## src/rtl/clz_pkg.sv

```systemverilog
// Shared types and elaboration-time helpers for the pipelined leading-count tree.
package clz_pkg;

  typedef enum logic {
    CLZ_MODE_ZEROS = 1'b0,
    CLZ_MODE_ONES  = 1'b1
  } clz_mode_e;

  function automatic int clz_cnt_w(input int width);
    return $clog2(width) + 1;
  endfunction

  // Earlier stages absorb the remainder when levels do not divide evenly.
  function automatic int levels_in_stage(input int stage, input int total_levels, input int stages);
    int base;
    int extra;
    base  = total_levels / stages;
    extra = total_levels % stages;
    return base + ((stage < extra) ? 1 : 0);
  endfunction

  function automatic int level_stage(input int level, input int total_levels, input int stages);
    int acc;
    int found;
    acc   = 0;
    found = -1;
    for (int s = 0; s < stages; s++) begin
      acc = acc + levels_in_stage(s, total_levels, stages);
      if (found < 0 && level < acc) found = s;
    end
    return found;
  endfunction

  function automatic bit level_ends_stage(input int level, input int total_levels, input int stages);
    if (level == total_levels - 1) return 1'b1;
    return level_stage(level + 1, total_levels, stages) != level_stage(level, total_levels, stages);
  endfunction

endpackage

```

## src/rtl/clz_merge.sv

```systemverilog
// Combines the {all_zero, count} results of two adjacent HALF_W-bit groups.
module clz_merge import clz_pkg::*; #(
  parameter int HALF_W = 2
) (
  input  logic                      l_all,
  input  logic [$clog2(HALF_W):0]   l_cnt,
  input  logic                      r_all,
  input  logic [$clog2(HALF_W):0]   r_cnt,
  output logic                      m_all,
  output logic [$clog2(HALF_W)+1:0] m_cnt
);

  localparam int CWH = clz_cnt_w(HALF_W);
  localparam logic [CWH:0] HALF = HALF_W[CWH:0];

  always_comb begin
    m_all = l_all & r_all;
    m_cnt = l_all ? (HALF + {1'b0, r_cnt}) : {1'b0, l_cnt};
  end

endmodule

```

## src/rtl/clz_pipe.sv

```systemverilog
// Pipelined leading-zero / leading-one counter with valid/ready stages and bubble collapsing.
module clz_pipe import clz_pkg::*; #(
  parameter  int WIDTH       = 32,
  parameter  int PIPE_STAGES = 2,
  parameter  int TAG_W       = 4,
  localparam int CW          = clz_cnt_w(WIDTH)
) (
  input  logic             clk,
  input  logic             rst_n,
  input  logic             in_valid,
  output logic             in_ready,
  input  logic [WIDTH-1:0] in_data,
  input  logic             in_mode,
  input  logic [TAG_W-1:0] in_tag,
  output logic             out_valid,
  input  logic             out_ready,
  output logic [CW-1:0]    out_count,
  output logic             out_all,
  output logic [TAG_W-1:0] out_tag
);

  localparam int LEVELS = $clog2(WIDTH);

  clz_mode_e            mode;
  logic [WIDTH-1:0]     op;
  logic [PIPE_STAGES-1:0] ready;
  logic [PIPE_STAGES-1:0] load;
  logic [PIPE_STAGES-1:0] valid_d, valid_q;
  logic [TAG_W-1:0]     tag_d [PIPE_STAGES];
  logic [TAG_W-1:0]     tag_q [PIPE_STAGES];

  // Leading ones are counted as leading zeros of the inverted operand.
  assign mode = clz_mode_e'(in_mode);
  assign op   = (mode == CLZ_MODE_ONES) ? ~in_data : in_data;

  always_comb begin : ready_chain
    logic chain;
    chain = out_ready;
    ready = '0;
    for (int s = PIPE_STAGES - 1; s >= 0; s--) begin
      chain    = ~valid_q[s] | chain;
      ready[s] = chain;
    end
  end

  always_comb begin
    load       = '0;
    valid_d    = valid_q;
    load[0]    = ready[0] & in_valid;
    valid_d[0] = ready[0] ? in_valid : valid_q[0];
    tag_d[0]   = load[0] ? in_tag : tag_q[0];
    for (int s = 1; s < PIPE_STAGES; s++) begin
      load[s]    = ready[s] & valid_q[s-1];
      valid_d[s] = ready[s] ? valid_q[s-1] : valid_q[s];
      tag_d[s]   = load[s] ? tag_q[s-1] : tag_q[s];
    end
  end

  always_ff @(posedge clk or negedge rst_n) begin
    if (!rst_n) begin
      valid_q <= '0;
      for (int s = 0; s < PIPE_STAGES; s++) tag_q[s] <= '0;
    end else begin
      valid_q <= valid_d;
      for (int s = 0; s < PIPE_STAGES; s++) tag_q[s] <= tag_d[s];
    end
  end

  // Each level packs its groups as {all, count}, group 0 at the least significant end.
  for (genvar j = 0; j < LEVELS; j++) begin : g_lvl
    localparam int NG   = WIDTH >> (j + 1);
    localparam int FW   = j + 3;
    localparam int STG  = level_stage(j, LEVELS, PIPE_STAGES);
    localparam bit ENDS = level_ends_stage(j, LEVELS, PIPE_STAGES);

    logic [NG*FW-1:0] res_o;

    if (j == 0) begin : g_leaf
      for (genvar g = 0; g < NG; g++) begin : g_grp
        logic [1:0] b;
        assign b = op[2*g +: 2];
        assign res_o[g*FW +: FW] = {~|b, b[1] ? 2'd0 : (b[0] ? 2'd1 : 2'd2)};
      end
    end else begin : g_tree
      localparam int PFW = j + 2;
      logic [2*NG*PFW-1:0] src;

      if (level_ends_stage(j - 1, LEVELS, PIPE_STAGES)) begin : g_from_reg
        assign src = g_lvl[j-1].g_reg.res_q;
      end else begin : g_from_comb
        assign src = g_lvl[j-1].res_o;
      end

      for (genvar g = 0; g < NG; g++) begin : g_grp
        clz_merge #(.HALF_W(1 << j)) u_merge (
          .l_all (src[(2*g+1)*PFW + PFW - 1]),
          .l_cnt (src[(2*g+1)*PFW +: PFW-1]),
          .r_all (src[(2*g)*PFW + PFW - 1]),
          .r_cnt (src[(2*g)*PFW +: PFW-1]),
          .m_all (res_o[g*FW + FW - 1]),
          .m_cnt (res_o[g*FW +: FW-1])
        );
      end
    end

    if (ENDS) begin : g_reg
      logic [NG*FW-1:0] res_d, res_q;

      always_comb begin
        res_d = res_q;
        if (load[STG]) res_d = res_o;
      end

      always_ff @(posedge clk or negedge rst_n) begin
        if (!rst_n) res_q <= '0;
        else        res_q <= res_d;
      end
    end
  end

  assign in_ready  = ready[0];
  assign out_valid = valid_q[PIPE_STAGES-1];
  assign out_tag   = tag_q[PIPE_STAGES-1];
  assign out_count = g_lvl[LEVELS-1].g_reg.res_q[CW-1:0];
  assign out_all   = g_lvl[LEVELS-1].g_reg.res_q[CW];

endmodule

```

## config.mk

```make
export PLATFORM = sky130hd
export DESIGN_NAME = clz_pipe
export DESIGN_NICKNAME = d
export VERILOG_FILES = /design/src/rtl/clz_pkg.sv /design/src/rtl/clz_merge.sv /design/src/rtl/clz_pipe.sv
export SDC_FILE = /design/constraint.sdc
export NUM_CORES = 1
export LEC_CHECK = 0
export ABC_AREA = 0
export CAP_MARGIN = 40
export CORE_ASPECT_RATIO = 0.75
export CORE_MARGIN = 2
export CORE_UTILIZATION = 48
export CTS_CLUSTER_SIZE = 16
export DETAILED_ROUTE_END_ITERATION = 16
export PLACE_DENSITY = 0.82
export SLEW_MARGIN = 0
export SYNTH_ARGS = -nofsm -noshare
export SYNTH_HDL_FRONTEND = slang
export SYNTH_HIERARCHICAL = 1
export SYNTH_SLANG_ARGS = --single-unit
```

## constraint.sdc

```tcl
create_clock -name clk -period 1.38 [get_ports clk]
set_input_delay 0.207 -clock clk [delete_from_list [all_inputs] [get_ports clk]]
set_output_delay 0.207 -clock clk [all_outputs]
set_load 0.1 [all_outputs]
```

==> results.ini, run 1 <==
[run]
maxCapViolCount = 0

[yosys]
synth_flop_cell = dfrtp_1
synth.area.top_cells = dfrtp_1, mux2_4, mux2_2, and2_2, mux2i_1
synth_top_family_by_area = multiplexers
yosys_warnings = 6
synth-xor-area-share = 0
synth_most_common_cell = dfrtp_1
synth_top_area_frac = 0.3213
syn-cell-area_um2 = 2882
synth_cells = 276
synthSimpleGateAreaFrac = 0.2618
syn_nets = 317
synth_cell_type_count = 21
avgSynthCellArea_um2 = 10.44
synth_area_leader_cell = dfrtp_1
ys_ff_latch = 37
netlist_top_cells_count = dfrtp_1, mux2_4, and2_2, mux2_2, nand2_1
synthMuxAreaShare = 0.3252
yosysSeqAreaShare = 0.3213
synthArstFlopShare = 1.000
synth_compound_gate_area_share = 0.02779
synth_fa_ha_area_frac = 0
synth_edf_count = 0

[floorplanning]
die_w_um = 93.47
die_h_um = 71.10
top_level_ports = 54
fp.coreArea_um2 = 5796
die-area_um2 = 6645
initial_core_util = 0.4972
rows = 24

[layout]
diodes = 0
final_nets = 417
nFillCells = 357
regArea_um2 = 930.9
drive_gt1_frac = 0.5464
area_growth_syn_to_layout_pct = 52.84
multi_input_area_um2 = 2044

[global_route]
grt_max_degree = 38
track_usage = 0.2142
grt_first_pass_wirelength_um = 11120
grt.overflow.total = 0
grt_pass1_vias = 2459
antenna_found_initial = 0

[clocking]
cts.path.max_buffers = 2
cts_root_buf = clkbuf_8
cts_buffers = 5
cts.sinks = 37
insertion_delay_ns = 0.30
clk_pin_slew_ns = 0.08
cts_tree = built
htreeDepth = 2

[placed_design]
dp_hpwl_um = 4691
place.gp.congestion = 0.7785
port_buffers = 53
dp_slack_ns = -0.9104

[timing]
finalSetupViolCount = 17
drv_slew = 0
worst_slew_pin_slew_ns = 0.3414
finalHoldViolCount = 0
layout_min_cycle_time_ns = 1.581
finalCritPeriodShare = 1.145
fin_ws_ns = -0.2006
hold_slack_ns = 0.3995
grt_setup_unrepaired = yes
skew_ns = 0.007040
max_freq_mhz = 632.7
relSlewSlack = 0.7717

[worst_setup_path]
critPathMaxFanout = 2
crit_type = in -> reg
end_kind = flop
arrival_ns = 1.76
crit_path_start_kind = input port
required_ns = 1.56

[detailed_routing]
first_pass_iters = 5
ant_nets = 0
drt_iter0_markers = 82
drc = 0
wl_per_cell_um = 16.09
routed_wl_um = 7321
vias = 2380
routed_via_density = 5.231

[power_and_ir_drop]
swShare = 0.3272
power_per_cell_area_nw_per_um2 = 941.5
pwr-share-seq = 0.322
p_clk_frac = 0.269
pwr-share-comb = 0.409
power_leakage_nw = 2.125
ir_drop_v = 0.0005846
p_sw_w = 0.001357
p_int_w = 0.002790
total_power_w = 0.004147

[run_status]
status = complete, but fails checks
violations = setup timing

[worst_hold_path]
hold_class = in -> async

[kinds of logic (layout without fill, tap and decap cells)]
group | count (synthesis) | in the layout
and+or+nand+nor | 121 | 122
DFF | 37 | 37
AOI/OAI and AO/OA | 16 | 16
muxes | 74 | 74
buffers and inverters | 28 | 128
[power groups by stage]
stage	registers, W	logic [W]	clock network [W]
floorplan	0.00147	0.000883	0
global placement	0.00134	0.00153	0
detailed placement	0.00136	0.00158	0
CTS	0.00133	0.00164	0.00113
global route	0.00135	0.00177	0.00118
finish	0.00133	0.00170	0.00112
[stage by stage]
step / util / setup TNS [ns] / instance area, um^2 / cells
2_1_floorplan: - / -8.942 / 2980 / 276
3_3_place_gp: 0.6833 / -15.94 / 3960 / 438
3_5_place_dp: 0.6833 / -16.75 / 3960 / 438
4_1_cts: 0.7355 / -1.681 / 4263 / 454
5_1_grt: 0.7599 / -2.132 / 4404 / 455
6_report: 0.7599 / -1.605 / 4404 / 455
[worst max-delay path, cell delays in order]
cell	delay [ns]
dlygate4sd2_1	0.25
or3_4	0.38
nand2_4	0.09
mux2_4	0.30
mux2_4	0.26
mux2_4	0.28
[cell usage in the layout, fill, tap and decap left out, types with 10 or more instances in the layout]
cell type and n:
inv_1 13, buf_4 40, mux2i_1 12, or3_4 10, mux2_4 55, buf_12 16, dlygate4sd2_1 22, nand2b_1 15
nand3_1 13, nand3b_1 15, and2_2 24, o21ai_0 15, dfrtp_1 35
[worst paths after layout]
| path | end | start | slack (ns) | cells past startpoint |
|---|---|---|---|---|
| max | g_lvl[2].g_reg.res_q[15] | in_data[27] | -0.20 | 6 |
| min | g_lvl[4].g_reg.res_q[6] | rst_n | 0.40 | 3 |
| max reg2reg | g_lvl[4].g_reg.res_q[1] | g_lvl[2].g_reg.res_q[9] | -0.10 | 3 |
| min reg2reg | tag_q[5] | tag_q[5] | 0.52 | 1 |
| max in group asynchronous | valid_q[1] | rst_n | 0.78 | 3 |
| min in group clk | tag_q[5] | tag_q[5] | 0.52 | 1 |
[sequential cells by signal, summed over array words and instances, names as in the netlist]
signal / count
tag_q: 4
out_tag: 4
g_lvl.g_reg.res_q: 27
valid_q: 2
[final cells by class]
type | instances | area share
multi-input combinational | 212 | 0.4642
clock buffer | 5 | 0.01563
clock inverter | 3 | 0.01477
inverter | 13 | 0.01108
timing repair buffer | 107 | 0.2608
tap | 78 | 0.02216
sequential | 37 | 0.2114
[layer usage]
layer,GRT usage,vias up,part of all wire
met3,0.03834,13,0.032
met4,0.07680,0,0.017
li1,-,1150,-
met1,0.2395,1162,0.41
met2,0.4061,55,0.54
met5,0,-,0
[what timing repair did]
item | in CTS | in global routing
cloned | 3 | 1
endpoints found under the setup margin | 25 | 35
hold buffers | 1 | 0
endpoints found under the hold margin | 37 | 0
pin swaps | 28 | 20
resized for setup | 68 | 41
buffers inserted | 6 | 0
No activity file was read; power rests on OpenSTA's default activity.
==> run 2: changes to the inputs <==
Settings changed: ABC_AREA 0 to 1, GPL_TIMING_DRIVEN from default to 0, PLACE_DENSITY 0.82 to 0.83.
==> run 2 against run 1 <==
Net effect: the run still ends with setup timing left; largest cell class unchanged; first-iteration DRC count grew 23%; critical path type is now reg -> out; maximum frequency rose by 7.5%; cell count up 34%; critical path depth is 2 lower; critical endpoint is now in_ready; wire length decreased by 11%.
==> results.ini, run 2 <==
[floorplanning]
die_h_um = 70.44
top_level_ports = 54
initial_core_util = 0.4926
rows = 24
die_w_um = 92.59
fp.coreArea_um2 = 5736
die-area_um2 = 6522

[timing]
worst_slew_pin_slew_ns = 0.7828
relSlewSlack = 0.4781
tns_ns = -0.08963
layout_min_cycle_time_ns = 1.470
drv_slew = 0
finalCritPeriodShare = 1.065
skew_ns = 0.004238
finalHoldViolCount = 0
fin_ws_ns = -0.08963
grt_setup_unrepaired = yes
max_freq_mhz = 680.4
finalSetupViolCount = 1

[placed_design]
port_buffers = 51
place.gp.congestion = 0.8287
dp_hpwl_um = 4861
dp_slack_ns = -0.6296
placed_area_um2 = 3690

[detailed_routing]
routed_wl_um = 6547
first_pass_iters = 4
drc = 0
routed_via_density = 4.586
routed-wl-met2_um = 3366
vias = 2802
drt_iter0_markers = 101
ant_nets = 0
wl_per_cell_um = 10.72
top_layer = met4
drt-met1-wl_um = 2803
wl_met3_um = 228

[worst_setup_path]
rrSetupSlack_ns = 0.10
required_ns = 1.17
cp_common_cell = buf_6
critPathMaxFanout = 6
crit_path_start_kind = flop
cp-startpoint = valid_q[1]
reg2reg_from = valid_q[1]
end_kind = output pin
cp_slowest_stage_delay_ns = 0.50
cp_slowest_cell = dfrtp_4
crit_type = reg -> out
arrival_ns = 1.26
path_cells = nand3_4, buf_6, buf_6, buf_16

[global_route]
grt.overflow.total = 0
antenna_found_initial = 0
grt_max_degree = 38
grt_pass1_vias = 2557
track_usage = 0.2003
grt_first_pass_wirelength_um = 10430

[clocking]
cts.path.max_buffers = 2
cts_root_buf = clkbuf_8
cts.sinks = 37
cts_buffers = 5
htreeDepth = 2
ctsHoldBuffers = 0
cts_tree = built
clk_pin_slew_ns = 0.07
insertion_delay_ns = 0.29

[power_and_ir_drop]
total_power_w = 0.004035
swShare = 0.4035
pwr-share-seq = 0.334
p_clk_frac = 0.186
pwr-share-comb = 0.480
ir_drop_v = 0.0004303
p_sw_w = 0.001628
p_int_w = 0.002407
power_leakage_nw = 2.384
power_per_cell_area_nw_per_um2 = 1002

[yosys]
yosys_warnings = 6
synthArstFlopShare = 1.000
netlist_top_cells_count = nand2_1, inv_1, dfrtp_1, nand3_1, nor2_1
synth_top_area_frac = 0.3277
synth_flop_cell = dfrtp_1
avgSynthCellArea_um2 = 6.128
synth-xor-area-share = 0.1178
synthSimpleGateAreaFrac = 0.4145
syn-cell-area_um2 = 2825
yosysSeqAreaShare = 0.3277
syn_nets = 502
synth_cells = 461
synth_edf_count = 0
synth_compound_gate_area_share = 0
synthMuxAreaShare = 0
ys_ff_latch = 37
synth_area_leader_cell = dfrtp_1
synth_most_common_cell = nand2_1
synth.area.top_cells = dfrtp_1, nand2_1, inv_1, xor2_1, nand3_1
synth_top_family_by_area = simple AND/OR/NAND/NOR gates
synth_cell_type_count = 15
synth_fa_ha_area_frac = 0

[layout]
largest-register = g_lvl.g_reg.res_q
area_growth_syn_to_layout_pct = 42.52
stdcell_area_um2 = 4026
final_cell_mix = nand2_1, inv_1, nand3_1, dfrtp_1, clkdlybuf4s50_1
largest_reg_flops = 27
drive_gt1_frac = 0.2101
diodes = 0
final_common_cell = nand2_1
final_nets = 574

[run_status]
status = complete, but fails checks
violations = setup timing

[run]
maxCapViolCount = 0

[worst_hold_path]
hold_class = in -> async

## run 2: changes by cell type after synthesis, moves of 16 or more
cell,change
and2_2,-30
inv_1,+43
mux2_2,-29
mux2_4,-32
nand2_1,+208
nand2b_1,-16
nand3_1,+19
nor2_1,+27
o21ai_0,-16
or3_1,-16
xnor2_1,+16
xor2_1,+22
## run 2: per-layer routing
metal | track usage | vias to the layer above
li1 | - | 1476
met1 | 0.2297 | 1254
met2 | 0.3731 | 58
met3 | 0.03344 | 14
met4 | 0.07297 | 0
met5 | 0 | -
## run 2: worst paths after layout
path | end | depth (start not counted)
setup reg to reg | g_lvl[2].g_reg.res_q[13] | 6
hold / removal | tag_q[6] | 1
hold reg to reg | g_lvl[2].g_reg.res_q[4] | 2
setup / recovery | in_ready | 4
min in group clk | tag_q[7] | 3
max in group asynchronous | valid_q[1] | 1
## run 2: final cells by class
cell class	count	area, um^2
Clock buffer	7	86.33
Tap cell	78	97.59
Fill cell	437	1709
Inverter	71	266.5
Buffer	19	153.9
Multi-Input combinational cell	334	1712
Sequential cell	37	930.9
Timing Repair Buffer	65	779.5
## run 2: power groups by stage
| stage | Clock [W] | Sequential [W] | Combinational [W] |
|---|---|---|---|
| 5_1_grt | 0.000792 | 0.00137 | 0.00209 |
| 4_1_cts | 0.000754 | 0.00135 | 0.00183 |
| 2_1_floorplan | 0 | 0.00154 | 0.000983 |
| 3_3_place_gp | 0 | 0.00134 | 0.00155 |
| 3_5_place_dp | 0 | 0.00135 | 0.00183 |
| 6_report | 0.000751 | 0.00135 | 0.00194 |
## run 2: worst max-delay path: cells and delay by family (launching register included)
family | cells | cell delay [ns]
simple gates | 1 | 0.08
flops | 1 | 0.50
buf+inv | 3 | 0.38
## run 2: cells by family (layout without fill, tap and decap cells)
group,after synthesis,count (layout)
AND/OR/NAND/NOR,296,296
flip-flops,37,37
XOR/XNOR,38,38
buffers and inverters,90,162
## run 2: per-stage QoR
step,hold slack [ns],util,std cells
4_1_cts,0.03254,0.6573,600
3_5_place_dp,0.3403,0.6433,603
2_1_floorplan,-0.08859,-,461
3_3_place_gp,0.4534,0.6080,590
5_1_grt,0.08387,0.7020,611
6_report,0.00004730,0.7020,611
## run 2: what timing repair did
action	4_1_cts	5_1_grt
endpoints found under the setup margin	30	20
setup buffers	1	11
hold endpoints to repair	0	0
gates resized for setup	34	41
pin swaps	1	16
